**config.mk**
```make
export PLATFORM = sky130hd
export DESIGN_NAME = mem_port_arbiter
export DESIGN_NICKNAME = d
export VERILOG_FILES = /design/src/rtl/mem_port_arbiter.sv
export SDC_FILE = /design/constraint.sdc
export NUM_CORES = 1
export LEC_CHECK = 0
export ABC_AREA = 0
export BUFFER_PORTS_ARGS = -buffer_cell sky130_fd_sc_hd__buf_2
export CORE_MARGIN = 4
export CORE_UTILIZATION = 41
export CTS_CLUSTER_SIZE = 28
export DETAILED_ROUTE_END_ITERATION = 8
export GPL_ROUTABILITY_DRIVEN = 0
export PLACE_DENSITY_LB_ADDON = 0.08
export SKIP_LAST_GASP = 1
export SYNTH_ARGS = -nofsm -noshare
export SYNTH_HDL_FRONTEND = slang
export SYNTH_SLANG_ARGS = --single-unit
```
**constraint.sdc**
```tcl
create_clock -name clk -period 1.4 [get_ports clk]
set_input_delay 0.35 -clock clk [delete_from_list [all_inputs] [get_ports clk]]
set_output_delay 0.35 -clock clk [all_outputs]
set_load 0.005 [all_outputs]
```
**src/rtl/mem_port_arbiter.sv**
```systemverilog
// Shares one single-ported memory between IF (read-only) and LSU (read/write), one transaction in flight.
// Latency: request to grant 1 cycle, grant to rvalid 2 cycles minimum; backpressure via mem_ready; optional ARB_ROUND_ROBIN_EN.
module mem_port_arbiter #(
    parameter int ADDR_W         = 32,
    parameter int MAX_LSU_STREAK = 4
) (
    input  logic              clk,
    input  logic              rst,
    input  logic              if_req,
    input  logic [ADDR_W-1:0] if_addr,
    output logic              if_gnt,
    output logic              if_rvalid,
    output logic [31:0]       if_rdata,
    input  logic              lsu_req,
    input  logic              lsu_we,
    input  logic [ADDR_W-1:0] lsu_addr,
    input  logic [31:0]       lsu_wdata,
    input  logic [3:0]        lsu_be,
    output logic              lsu_gnt,
    output logic              lsu_rvalid,
    output logic [31:0]       lsu_rdata,
    output logic              mem_req,
    output logic              mem_we,
    output logic [ADDR_W-1:0] mem_addr,
    output logic [31:0]       mem_wdata,
    output logic [3:0]        mem_be,
    input  logic              mem_ready,
    input  logic              mem_rvalid,
    input  logic [31:0]       mem_rdata,
    output logic              busy,
    output logic              err_spurious
);
    localparam logic [1:0] S_IDLE  = 2'd0;
    localparam logic [1:0] S_ISSUE = 2'd1;
    localparam logic [1:0] S_WAIT  = 2'd2;
    localparam logic       OWN_IF  = 1'b0;
    localparam logic       OWN_LSU = 1'b1;

    logic [1:0]        state_q, state_d;
    logic              owner_q, owner_d;
    logic              if_gnt_q, if_gnt_d, lsu_gnt_q, lsu_gnt_d;
    logic              if_rvalid_q, if_rvalid_d, lsu_rvalid_q, lsu_rvalid_d;
    logic [31:0]       if_rdata_q, if_rdata_d, lsu_rdata_q, lsu_rdata_d;
    logic              mem_req_q, mem_req_d, mem_we_q, mem_we_d;
    logic [ADDR_W-1:0] mem_addr_q, mem_addr_d;
    logic [31:0]       mem_wdata_q, mem_wdata_d;
    logic [3:0]        mem_be_q, mem_be_d;
    logic              busy_q, busy_d, err_q, err_d;
    logic              pick_lsu;

`ifdef ARB_ROUND_ROBIN_EN
    logic last_q, last_d;
    // On contention the side that lost the previous grant goes next.
    assign pick_lsu = lsu_req && (!if_req || (last_q == OWN_IF));
`else
    localparam logic [3:0] STREAK_MAX = 4'(MAX_LSU_STREAK);
    logic [3:0] streak_q, streak_d;
    assign pick_lsu = lsu_req && (!if_req || (streak_q != STREAK_MAX));
`endif

    always_comb begin
        state_d      = state_q;
        owner_d      = owner_q;
        if_gnt_d     = 1'b0;
        lsu_gnt_d    = 1'b0;
        if_rvalid_d  = 1'b0;
        lsu_rvalid_d = 1'b0;
        if_rdata_d   = 32'h0;
        lsu_rdata_d  = 32'h0;
        mem_req_d    = mem_req_q;
        mem_we_d     = mem_we_q;
        mem_addr_d   = mem_addr_q;
        mem_wdata_d  = mem_wdata_q;
        mem_be_d     = mem_be_q;
        err_d        = err_q | (mem_rvalid && (state_q != S_WAIT));
`ifdef ARB_ROUND_ROBIN_EN
        last_d       = last_q;
`else
        streak_d     = streak_q;
`endif
        case (state_q)
            S_IDLE: begin
`ifndef ARB_ROUND_ROBIN_EN
                if (!if_req) streak_d = 4'd0;
`endif
                if (if_req || lsu_req) begin
                    state_d   = S_ISSUE;
                    mem_req_d = 1'b1;
                    owner_d   = pick_lsu ? OWN_LSU : OWN_IF;
                    if (pick_lsu) begin
                        lsu_gnt_d   = 1'b1;
                        mem_we_d    = lsu_we;
                        mem_addr_d  = lsu_addr;
                        mem_wdata_d = lsu_wdata;
                        mem_be_d    = lsu_be;
                    end else begin
                        if_gnt_d    = 1'b1;
                        mem_we_d    = 1'b0;
                        mem_addr_d  = if_addr;
                        mem_wdata_d = 32'h0;
                        mem_be_d    = 4'hF;
                    end
`ifdef ARB_ROUND_ROBIN_EN
                    last_d = pick_lsu ? OWN_LSU : OWN_IF;
`else
                    if (!pick_lsu)
                        streak_d = 4'd0;
                    else if (if_req && (streak_q != STREAK_MAX))
                        streak_d = streak_q + 4'd1;
`endif
                end
            end
            S_ISSUE: begin
                if (mem_ready) begin
                    mem_req_d = 1'b0;
                    state_d   = S_WAIT;
                end
            end
            S_WAIT: begin
                if (mem_rvalid) begin
                    state_d = S_IDLE;
                    if (owner_q == OWN_LSU) begin
                        lsu_rvalid_d = 1'b1;
                        lsu_rdata_d  = mem_we_q ? 32'h0 : mem_rdata;
                    end else begin
                        if_rvalid_d = 1'b1;
                        if_rdata_d  = mem_rdata;
                    end
                end
            end
            default: state_d = S_IDLE;
        endcase
        busy_d = (state_d != S_IDLE);
    end

    always_ff @(posedge clk) begin
        if (rst) begin
            state_q      <= S_IDLE;
            owner_q      <= OWN_IF;
            if_gnt_q     <= 1'b0;
            lsu_gnt_q    <= 1'b0;
            if_rvalid_q  <= 1'b0;
            lsu_rvalid_q <= 1'b0;
            if_rdata_q   <= 32'h0;
            lsu_rdata_q  <= 32'h0;
            mem_req_q    <= 1'b0;
            mem_we_q     <= 1'b0;
            mem_addr_q   <= '0;
            mem_wdata_q  <= 32'h0;
            mem_be_q     <= 4'h0;
            busy_q       <= 1'b0;
            err_q        <= 1'b0;
`ifdef ARB_ROUND_ROBIN_EN
            last_q       <= OWN_IF;
`else
            streak_q     <= 4'd0;
`endif
        end else begin
            state_q      <= state_d;
            owner_q      <= owner_d;
            if_gnt_q     <= if_gnt_d;
            lsu_gnt_q    <= lsu_gnt_d;
            if_rvalid_q  <= if_rvalid_d;
            lsu_rvalid_q <= lsu_rvalid_d;
            if_rdata_q   <= if_rdata_d;
            lsu_rdata_q  <= lsu_rdata_d;
            mem_req_q    <= mem_req_d;
            mem_we_q     <= mem_we_d;
            mem_addr_q   <= mem_addr_d;
            mem_wdata_q  <= mem_wdata_d;
            mem_be_q     <= mem_be_d;
            busy_q       <= busy_d;
            err_q        <= err_d;
`ifdef ARB_ROUND_ROBIN_EN
            last_q       <= last_d;
`else
            streak_q     <= streak_d;
`endif
        end
    end

    assign if_gnt       = if_gnt_q;
    assign lsu_gnt      = lsu_gnt_q;
    assign if_rvalid    = if_rvalid_q;
    assign lsu_rvalid   = lsu_rvalid_q;
    assign if_rdata     = if_rdata_q;
    assign lsu_rdata    = lsu_rdata_q;
    assign mem_req      = mem_req_q;
    assign mem_we       = mem_we_q;
    assign mem_addr     = mem_addr_q;
    assign mem_wdata    = mem_wdata_q;
    assign mem_be       = mem_be_q;
    assign busy         = busy_q;
    assign err_spurious = err_q;
endmodule

```
==> metrics.yaml <==
outcome:
  status: "finished with violations"
  violations: "setup timing"
place:
  hpwl_mm: 12.6
  numPlacedInstances: 985
  place_area_um2: 7280
  io_buffers: 278
  place_ws_ps: -144
detailed_routing:
  drtPass1Iterations: 4
  via_count: 5540
  drt-initial-drc-count: 345
  via_per_inst: 5.34
  routed_wirelength_mm: 18.5
  ant_nets: 0
  routedWlPerCell_um: 17.9
  drc: 0
clock_tree:
  cts_hold_buf: 0
  path_clk_slew_ps: 60
  insertion_delay_ps: 420
  clock_sinks: 147
  cts_buffers: 17
  clockRootBuffer: "clkbuf_16"
  cts_tree: "built"
  clk_path_buf_depth: 2
  htree_levels: 4
timing:
  finalWorstPathRequiredPeriod_ps: 1470
  slew_viol_final: 0
  fmax_mhz: 678
  fin_worst_skew_ps: 7.21
  slew_headroom: 0.696
  fin_crit_sh: 1.05
  setup-violations-final: 57
  worst_pin_slew_ps: 456
  setup_slack_ps: -74.9
  hold_viol: 0
  rsz0062_at_grt: "yes"
hold_path:
  hold_path_class: "in -> reg"
  min_from: "mem_rdata[26]"
  worst_hold_path.num_cells: 2
  min_to: "lsu_rdata[26]$_SDFF_PP0_"
layout:
  fin_nets: 987
  syn_to_final_growth_pct: 50.1
  layoutNonFillerInstCount: 1037
  finish.utilization: 0.630
  drive_above_1_share: 0.504
  fin_area_um2: 8380
critical_path:
  crit_arrival_ps: 1800
  reg2reg_depth: 7
  crit_required_ps: 1720
  endpoint_kind: "register"
  path_delay_family: "buffers and inverters"
  critical_path_class: "reg -> reg"
  cp_max_fo: 9
  rrSetupSlack_ps: -70
  crit_slowest_cell: "dfxtp_2"
  cp-start-kind: "register"
  cp_num_buf_inv: 3
  cp_cell_sequence: "inv_2, ha_4, nand4b_1, buf_6, buf_12, nand3_1, a311oi_2"
  r2r-start: "streak_q[0]$_SDFFE_PP0N_"
  r2r-end: "mem_addr[14]$_SDFFE_PP0P_"
  slowest_delay_ps: 330
global_routing:
  grt_first_pass_wirelength_mm: 28.7
  grt_pass1_vias: 5542
  grt_start_max_net_pins: 79
  grt_usage: 0.227
  gr-total-overflow: 0
  antenna_found_initial: 3
floorplanning:
  start_util: 0.420
  core_area_um2: 13300
  die_h_um: 125
  dieWidth_um: 125
  io_pins: 279
  rows: 42
  die-area_um2: 15500
power_and_ir_drop:
  p_clk_frac: 0.443
  p_switching_mw: 2.67
  seqPwrFrac: 0.418
  power.internal_mw: 8.15
  comb_power_share: 0.139
  powerDensity_nw_per_um2: 1290
  p_leak_nw: 3.85
  ir_drop_v: 0.000748
  swShare: 0.247
synthesis:
  synthesis.area_um2: 5580
  ys_seq_elements: 147
  yosysTopAreaCellShare: 0.527
  syn_avg_cell_area_um2: 10.1
  synth_area_leaders: "dfxtp_1 (53%), a311oi_2 (8.1%), and2_1 (7.3%)"
  syn_inst: 554
  yosysTopAreaCell: "dfxtp_1"
  ys_seq_area_frac: 0.527
  yosys_warnings: 0
  syn_nets: 695
  synthDistinctLibCells: 38
job:
  max_cap_viol_count: 0
cell type report:
type | instances | area [µm²]
inverter | 5 | 18.8
tap | 176 | 220
timing repair buffer | 331 | 2110
clock inverter | 12 | 180
antenna | 2 | 5.00
clock buffer | 20 | 447
multi-input combinational | 344 | 2450
sequential | 147 | 2950
fill | 1164 | 4920
worst reg2reg max path: stages, from the launching register on:
cell and delay, ps:
dfxtp_2 330, inv_2 50, ha_4 150, nand4b_1 140
buf_6 170, buf_12 130, nand3_1 110, a311oi_2 280
cell families after synthesis:
| kind of cell | Yosys count | synth area share |
|---|---|---|
| compound gates | 178 | 0.221 |
| fa+ha+maj | 2 | 0.00448 |
| buf+inv | 63 | 0.0605 |
| flops | 147 | 0.527 |
| simple gates | 164 | 0.186 |
metal layers:
metal	vias up	track usage	routed length (µm)
li1	2601	-	-
met1	2635	0.257	7330
met2	245	0.393	9330
met3	57	0.0635	1210
met4	2	0.109	662
met5	-	0	13
power groups by stage:
stage | sequential, mW | clock, mW | combinational (mW)
2_1_floorplan | 4.62 | 0 | 0.745
4_1_cts | 4.51 | 4.89 | 1.45
3_3_place_gp | 4.60 | 0 | 1.38
6_report | 4.52 | 4.80 | 1.50
5_1_grt | 4.54 | 5.08 | 1.63
3_5_place_dp | 4.60 | 0 | 1.41
through the flow:
step           setup TNS [ps]  hold slack [ps]  power, mW
3_5_place_dp            -4820              451       6.01
2_1_floorplan               0              453       5.36
4_1_cts                  -751              122       10.8
6_report                -1310              141       10.8
5_1_grt                 -6850              125       11.3
3_3_place_gp            -1890              447       5.98
registers in the layout, indices dropped and copies added (netlist names), 2 cells and up:
signal,cells
if_rdata,32
mem_be,4
state_q,2
mem_addr,32
mem_wdata,32
lsu_rdata,32
streak_q,4
Yosys cell counts, drive strengths merged:
master,instances
clkbuf,20
buf,38
nand2b,2
nor4,1
nand4bb,1
and4b,1
o221a,4
nand2,6
and2,65
a311oi,32
dfxtp,147
nand3b,2
a31oi,3
o21ai,66
nand3,35
nand4b,4
nand4,35
nor2,6
a211oi,1
a21oi,72
nor3,2
or2,4
ha,2
inv,5
how the worst max path moves through the flow:
stage,start,to,slack (ps),cells past startpoint
floorplan,streak_q[0]$_SDFFE_PP0N_,mem_be[0]$_SDFFE_PP0P_,20,6
global placement,if_req,owner_q$_SDFFE_PP0P_,-90,6
detailed placement,streak_q[0]$_SDFFE_PP0N_,mem_addr[17]$_SDFFE_PP0P_,-140,6
CTS,streak_q[0]$_SDFFE_PP0N_,mem_addr[31]$_SDFFE_PP0P_,-70,7
global route,streak_q[0]$_SDFFE_PP0N_,mem_wdata[20]$_SDFFE_PP0P_,-130,8
finish,streak_q[0]$_SDFFE_PP0N_,mem_addr[14]$_SDFFE_PP0P_,-70,7
layout by cell type, fill, tap and decap left out, drive strengths merged, types with 2 or more instances in the layout:
| master | netlist | layout |
|---|---|---|
| nand4 | 35 | 35 |
| o21ai | 66 | 66 |
| nand2 | 6 | 6 |
| diode | 0 | 2 |
| nand2b | 2 | 2 |
| buf | 38 | 328 |
| dfxtp | 147 | 147 |
| a31oi | 3 | 3 |
| clkinv | 0 | 5 |
| clkinvlp | 0 | 2 |
| and2 | 65 | 65 |
| nand3b | 2 | 2 |
| nor3 | 2 | 2 |
| ha | 2 | 2 |
| inv | 5 | 6 |
| or2 | 4 | 4 |
| a311oi | 32 | 32 |
| nor2 | 6 | 6 |
| a21oi | 72 | 72 |
| nand4b | 4 | 4 |
| clkbuf | 20 | 23 |
| nand3 | 35 | 35 |
| o221a | 4 | 4 |
| bufinv | 0 | 4 |
what timing repair did:
item                       in CTS  in global routing
gates cloned                    4                  5
pin swaps                      28                 71
setup buffers                  10                  2
gates resized for setup        33                 20
setup endpoints to repair      69                 70
No activity file was read; power rests on OpenSTA's default activity.
